===== config.mk =====
export PLATFORM = sky130hd
export DESIGN_NAME = stream_subtractor
export DESIGN_NICKNAME = d
export VERILOG_FILES = /design/src/rtl/sub_pkg.sv /design/src/rtl/sub_out_fifo.sv /design/src/rtl/stream_subtractor.sv
export SDC_FILE = /design/constraint.sdc
export NUM_CORES = 1
export LEC_CHECK = 0
export CAP_MARGIN = 30
export CELL_PAD_IN_SITES_DETAIL_PLACEMENT = 1
export CELL_PAD_IN_SITES_GLOBAL_PLACEMENT = 1
export CORE_ASPECT_RATIO = 0.8
export CORE_MARGIN = 5
export CORE_UTILIZATION = 41
export CTS_BUF_LIST = sky130_fd_sc_hd__clkbuf_8 sky130_fd_sc_hd__clkbuf_16
export DETAILED_ROUTE_END_ITERATION = 12
export PLACE_DENSITY_LB_ADDON = 0.1
export SETUP_SLACK_MARGIN = 0.15
export SYNTH_ARGS = -nofsm -noshare
export SYNTH_HDL_FRONTEND = slang
export SYNTH_SLANG_ARGS = --single-unit
export TNS_END_PERCENT = 10

===== constraint.sdc =====
create_clock -name clk -period 3.1 [get_ports clk]
set_input_delay 0.465 -clock clk [delete_from_list [all_inputs] [get_ports clk]]
set_output_delay 0.465 -clock clk [all_outputs]
set_load 0.01 [all_outputs]

===== src/rtl/sub_pkg.sv =====
// rtl/sub_pkg.sv - shared defaults, FIFO entry type and pointer helper for stream_subtractor
package sub_pkg;

  localparam int unsigned DEF_WIDTH   = 8;
  localparam int unsigned DEF_DEPTH   = 2;
  localparam int unsigned DEF_COUNT_W = 16;

  typedef struct packed {
    logic                 last;
    logic                 borrow;
    logic [DEF_WIDTH:0]   diff;
  } fifo_entry_t;

  // Modulo-depth increment so non-power-of-two depths wrap correctly.
  function automatic int unsigned ptr_next(input int unsigned ptr, input int unsigned depth);
    int unsigned nxt;
    nxt = ptr + 1;
    if (nxt == depth) begin
      nxt = 0;
    end
    return nxt;
  endfunction

endpackage


===== src/rtl/sub_out_fifo.sv =====
// rtl/sub_out_fifo.sv - generic synchronous FIFO with registered occupancy
module sub_out_fifo
  import sub_pkg::*;
#(
  parameter int unsigned DEPTH = DEF_DEPTH,
  parameter type         T     = fifo_entry_t
) (
  input  logic clk,
  input  logic rst,
  input  logic push,
  input  logic pop,
  input  T     wdata,
  output T     rdata,
  output logic full,
  output logic empty
);

  localparam int unsigned PW = $clog2(DEPTH);
  localparam int unsigned CW = $clog2(DEPTH + 1);

  T              mem_q [DEPTH];
  T              mem_d [DEPTH];
  logic [PW-1:0] wr_ptr_q, wr_ptr_d;
  logic [PW-1:0] rd_ptr_q, rd_ptr_d;
  logic [CW-1:0] count_q, count_d;
  logic          do_push, do_pop;

  assign full  = (count_q == CW'(DEPTH));
  assign empty = (count_q == '0);
  assign rdata = mem_q[rd_ptr_q];

  always_comb begin
    mem_d    = mem_q;
    wr_ptr_d = wr_ptr_q;
    rd_ptr_d = rd_ptr_q;
    count_d  = count_q;
    do_push  = push && !full;
    do_pop   = pop && !empty;
    if (do_push) begin
      mem_d[wr_ptr_q] = wdata;
      wr_ptr_d        = PW'(ptr_next(32'(wr_ptr_q), DEPTH));
    end
    if (do_pop) begin
      rd_ptr_d = PW'(ptr_next(32'(rd_ptr_q), DEPTH));
    end
    case ({do_push, do_pop})
      2'b10:   count_d = count_q + CW'(1);
      2'b01:   count_d = count_q - CW'(1);
      default: count_d = count_q;
    endcase
  end

  always_ff @(posedge clk) begin
    if (rst) begin
      for (int i = 0; i < int'(DEPTH); i++) begin
        mem_q[i] <= '0;
      end
      wr_ptr_q <= '0;
      rd_ptr_q <= '0;
      count_q  <= '0;
    end else begin
      mem_q    <= mem_d;
      wr_ptr_q <= wr_ptr_d;
      rd_ptr_q <= rd_ptr_d;
      count_q  <= count_d;
    end
  end

endmodule


===== src/rtl/stream_subtractor.sv =====
// rtl/stream_subtractor.sv - streaming a - b with borrow, output FIFO and per-packet statistics
module stream_subtractor
  import sub_pkg::*;
#(
  parameter int unsigned WIDTH   = DEF_WIDTH,
  parameter int unsigned DEPTH   = DEF_DEPTH,
  parameter int unsigned COUNT_W = DEF_COUNT_W
) (
  input  logic               clk,
  input  logic               rst,
  input  logic               in_valid,
  output logic               in_ready,
  input  logic [WIDTH-1:0]   in_a,
  input  logic [WIDTH-1:0]   in_b,
  input  logic               in_last,
  output logic               out_valid,
  input  logic               out_ready,
  output logic [WIDTH:0]     out_diff,
  output logic               out_borrow,
  output logic               out_last,
  output logic               pkt_done,
  output logic [COUNT_W-1:0] pkt_len,
  output logic [COUNT_W-1:0] pkt_borrows
);

  typedef struct packed {
    logic           last;
    logic           borrow;
    logic [WIDTH:0] diff;
  } entry_t;

  entry_t in_entry, head;
  logic   fifo_full, fifo_empty, accept, pop;

  logic [COUNT_W-1:0] elem_cnt_q, elem_cnt_d;
  logic [COUNT_W-1:0] borrow_cnt_q, borrow_cnt_d;
  logic [COUNT_W-1:0] pkt_len_q, pkt_len_d;
  logic [COUNT_W-1:0] pkt_borrows_q, pkt_borrows_d;
  logic               pkt_done_q, pkt_done_d;
  logic [COUNT_W-1:0] elem_inc, borrow_inc;

  function automatic logic [COUNT_W-1:0] sat_inc(input logic [COUNT_W-1:0] v);
    return (&v) ? v : v + COUNT_W'(1);
  endfunction

  // Ready depends only on registered occupancy (and reset), never on out_ready.
  assign in_ready = !fifo_full && !rst;
  assign accept   = in_valid && in_ready;

  always_comb begin
    in_entry        = '0;
    in_entry.diff   = {1'b0, in_a} - {1'b0, in_b};
    in_entry.borrow = in_entry.diff[WIDTH];
    in_entry.last   = in_last;
  end

  sub_out_fifo #(
    .DEPTH (DEPTH),
    .T     (entry_t)
  ) u_out_fifo (
    .clk   (clk),
    .rst   (rst),
    .push  (accept),
    .pop   (pop),
    .wdata (in_entry),
    .rdata (head),
    .full  (fifo_full),
    .empty (fifo_empty)
  );

  assign out_valid  = !fifo_empty;
  assign pop        = out_valid && out_ready;
  assign out_diff   = head.diff;
  assign out_borrow = head.borrow;
  assign out_last   = head.last;

  always_comb begin
    elem_cnt_d    = elem_cnt_q;
    borrow_cnt_d  = borrow_cnt_q;
    pkt_len_d     = pkt_len_q;
    pkt_borrows_d = pkt_borrows_q;
    pkt_done_d    = 1'b0;
    elem_inc      = sat_inc(elem_cnt_q);
    borrow_inc    = in_entry.borrow ? sat_inc(borrow_cnt_q) : borrow_cnt_q;
    if (accept) begin
      if (in_last) begin
        pkt_done_d    = 1'b1;
        pkt_len_d     = elem_inc;
        pkt_borrows_d = borrow_inc;
        elem_cnt_d    = '0;
        borrow_cnt_d  = '0;
      end else begin
        elem_cnt_d    = elem_inc;
        borrow_cnt_d  = borrow_inc;
      end
    end
  end

  always_ff @(posedge clk) begin
    if (rst) begin
      elem_cnt_q    <= '0;
      borrow_cnt_q  <= '0;
      pkt_len_q     <= '0;
      pkt_borrows_q <= '0;
      pkt_done_q    <= 1'b0;
    end else begin
      elem_cnt_q    <= elem_cnt_d;
      borrow_cnt_q  <= borrow_cnt_d;
      pkt_len_q     <= pkt_len_d;
      pkt_borrows_q <= pkt_borrows_d;
      pkt_done_q    <= pkt_done_d;
    end
  end

  assign pkt_done    = pkt_done_q;
  assign pkt_len     = pkt_len_q;
  assign pkt_borrows = pkt_borrows_q;

endmodule


==> impl_metrics.toml <==
[cts]
cts_tree = "yes"
post-cts-setup-buffers = 0
ctsResizeCount = 0
numCtsBuffers = 9
root_buffer = "clkbuf_16"
clock_sinks = 89
cts_buffer_depth = 2
cts_htree_levels = 3
clkLatencyLatePin_ns = 0.35
clk_pin_slew_ns = 0.07
ctsHoldBuffers = 0

[critical_path]
crit_fanout = 9
cp.required_ns = 3.36
endpoint_kind = "register"
cp.arrival_ns = 3.04
critPathLaunchType = "primary input"
path_class = "in2reg"

[sta]
period_minus_slack_ns = 2.782
final.setup.tns_ns = 0
rsz0062_at_grt = "yes"
tightestPinTransition_ns = 0.8888
finalClockSkew_ns = 0.005006
slew_viol_final = 0
relSlewSlack_pct = 40.29
max_clock_freq_mhz = 359.4
setup_viol = 0
hold_violations = 0
min_period_over_period_pct = 89.76

[synthesis]
yosys_warnings = 0
synth.most_common_cell = "dfxtp_1"
yosys-top-cells-count = "dfxtp_1, nand2_1, nand3_1, nor2_1, a21oi_1"
syn_area_per_cell_um2 = 8.044
syn_nets = 641
ys_seq_elements = 89
seq_area_frac_synth_pct = 36.43
syn-cell-area_um2 = 4891
synthArstFlopShare_pct = 0
synth-main-ff-cell = "dfxtp_1"
yosys.area.top_type = "dfxtp_1"
synth_top_cell_area_share_pct = 36.43
synth_cells = 608
synth_edf_count = 0
synth_cell_type_count = 65
synth_area_leaders = "dfxtp_1, nand3_1, nand2_1"

[grt]
grt_util_all_layers_pct = 21.96
overflow = 0
grt_pass1_vias = 5054
grt_pass1_wl_um = 25880
grt_start_max_net_pins = 43
grt_antenna_before_repair = 0

[floorplan]
start_util_pct = 42.15
dieWidth_um = 132.1
core_um2 = 11600
die_y_um = 107.7
fp-row-count = 35
ios = 67
die_area_um2 = 14230

[pwr]
pwr-share-clk_pct = 35.4
max-vdd-ir-drop_v = 0.0003148
powerDensity_nw_per_um2 = 492.0
switchingPower_w = 0.0008984
p_leak_nw = 2.002
internal_power_w = 0.002067
p_comb_share_pct = 21.7
switching_share_pct = 30.30
pwr-share-seq_pct = 42.9

[cells_and_area]
design_area_um2 = 6027
fin_nets = 693
final_layout_size_suffix_gt1_share_pct = 9.023
syn_to_final_growth_pct = 23.23
fill_cells = 1382
diodes = 0

[placement]
postPlaceCellArea_um2 = 5747
port-buffer-count = 66
place.gp.congestion = 0.8223
dpl.hpwl_um = 10890

[detailed_routing]
drtIter0Drc = 251
drc = 0
postRouteAntennaNets = 0
num_vias = 4908
viasPerCell = 6.037
drt_first_pass_iters = 5
wire_per_inst_um = 18.80
wl_um = 15290

[outcome]
status = "finished clean"

[flow_run]
maxCapViolations = 0

[min_path]
hp-class = "reg2reg"
## worst paths after layout
path                 start             end  slack, ns  cells after the start
max reg2reg  elem_cnt_q[0]      pkt_len[4]       0.61                      7
min reg2reg     pkt_len[3]      pkt_len[3]       0.46                      2
max                in_a[0]  pkt_borrows[1]       0.32                      9
min             pkt_len[3]      pkt_len[3]       0.46                      2
## critical path, cell delays in order
cell and delay (ns):
clkdlybuf4s50_1 0.45, inv_1 0.04, ha_1 0.22, fa_1 0.41, nor2b_1 0.23, o31ai_2 0.13, o211ai_1 0.62, o21ai_0 0.19
a311oi_1 0.28
## registers in the layout, summed over array words and instances (netlist names)
signal,cells
pkt_borrows,16
u_out_fifo.wr_ptr_q,1
borrow_cnt_q,16
u_out_fifo.count_q,2
u_out_fifo.mem_q,20
elem_cnt_q,16
pkt_done,1
u_out_fifo.rd_ptr_q,1
pkt_len,16
## through the flow
stage	hold slack (ns)	util, %	total power [W]	worst slack [ns]	cells
after floorplan	0.4329	-	0.001653	0.4901	608
after global placement	0.4405	49.52	0.001921	0.1420	797
after detailed placement	0.4501	49.52	0.001946	-0.08052	797
after CTS	0.4595	51.92	0.003002	0.3144	813
after global routing	0.4762	51.94	0.003120	0.1498	813
final	0.4555	51.94	0.002965	0.3176	813
## cell type report
cell class / count / area (um^2) / area share, %
Clock buffer: 9 / 225.2 / 3.737
Clock inverter: 7 / 53.80 / 0.8927
Inverter: 17 / 63.81 / 1.059
Multi-Input combinational cell: 455 / 2859 / 47.44
Sequential cell: 89 / 1782 / 29.56
Tap cell: 148 / 185.2 / 3.072
Timing Repair Buffer: 88 / 858.3 / 14.24
## power groups by stage
stage | Combinational (W) | Clock (W) | Sequential, W
after global placement | 0.000625 | 0 | 0.00130
after global routing | 0.000704 | 0.00113 | 0.00128
final | 0.000643 | 0.00105 | 0.00127
after CTS | 0.000650 | 0.00108 | 0.00127
after floorplan | 0.000373 | 0 | 0.00128
after detailed placement | 0.000646 | 0 | 0.00130
## routing by layer
layer  global-route usage [%]  vias up  part of all wire [%]
met1                    29.08     2369                    47
met4                    6.755        0                   1.9
li1                         -     2396                     -
met5                        0        -                     0
met3                    4.673       25                   5.3
met2                    35.90      118                    45
## cell usage in the layout, fill, tap and decap left out, types with 17 or more instances in the layout
cell type,netlist,final
nand3_1,45,45
or3_1,24,24
dfxtp_1,89,89
o21ai_0,30,30
nand2_1,58,58
clkdlybuf4s50_1,0,65
a311oi_1,17,17
nor2_1,41,41
nand4_1,17,17
a21oi_1,36,36
buf_4,1,19
## kinds of logic after synthesis
family | synth area share [%]
AO/OA/AOI/OAI | 21.44
multiplexers | 2.942
XOR/XNOR | 1.791
flip-flops | 36.43
AND/OR/NAND/NOR | 29.04
buffers and inverters | 5.142
adder cells (fa/ha/maj) | 3.223
No activity file was read; power rests on OpenSTA's default activity.
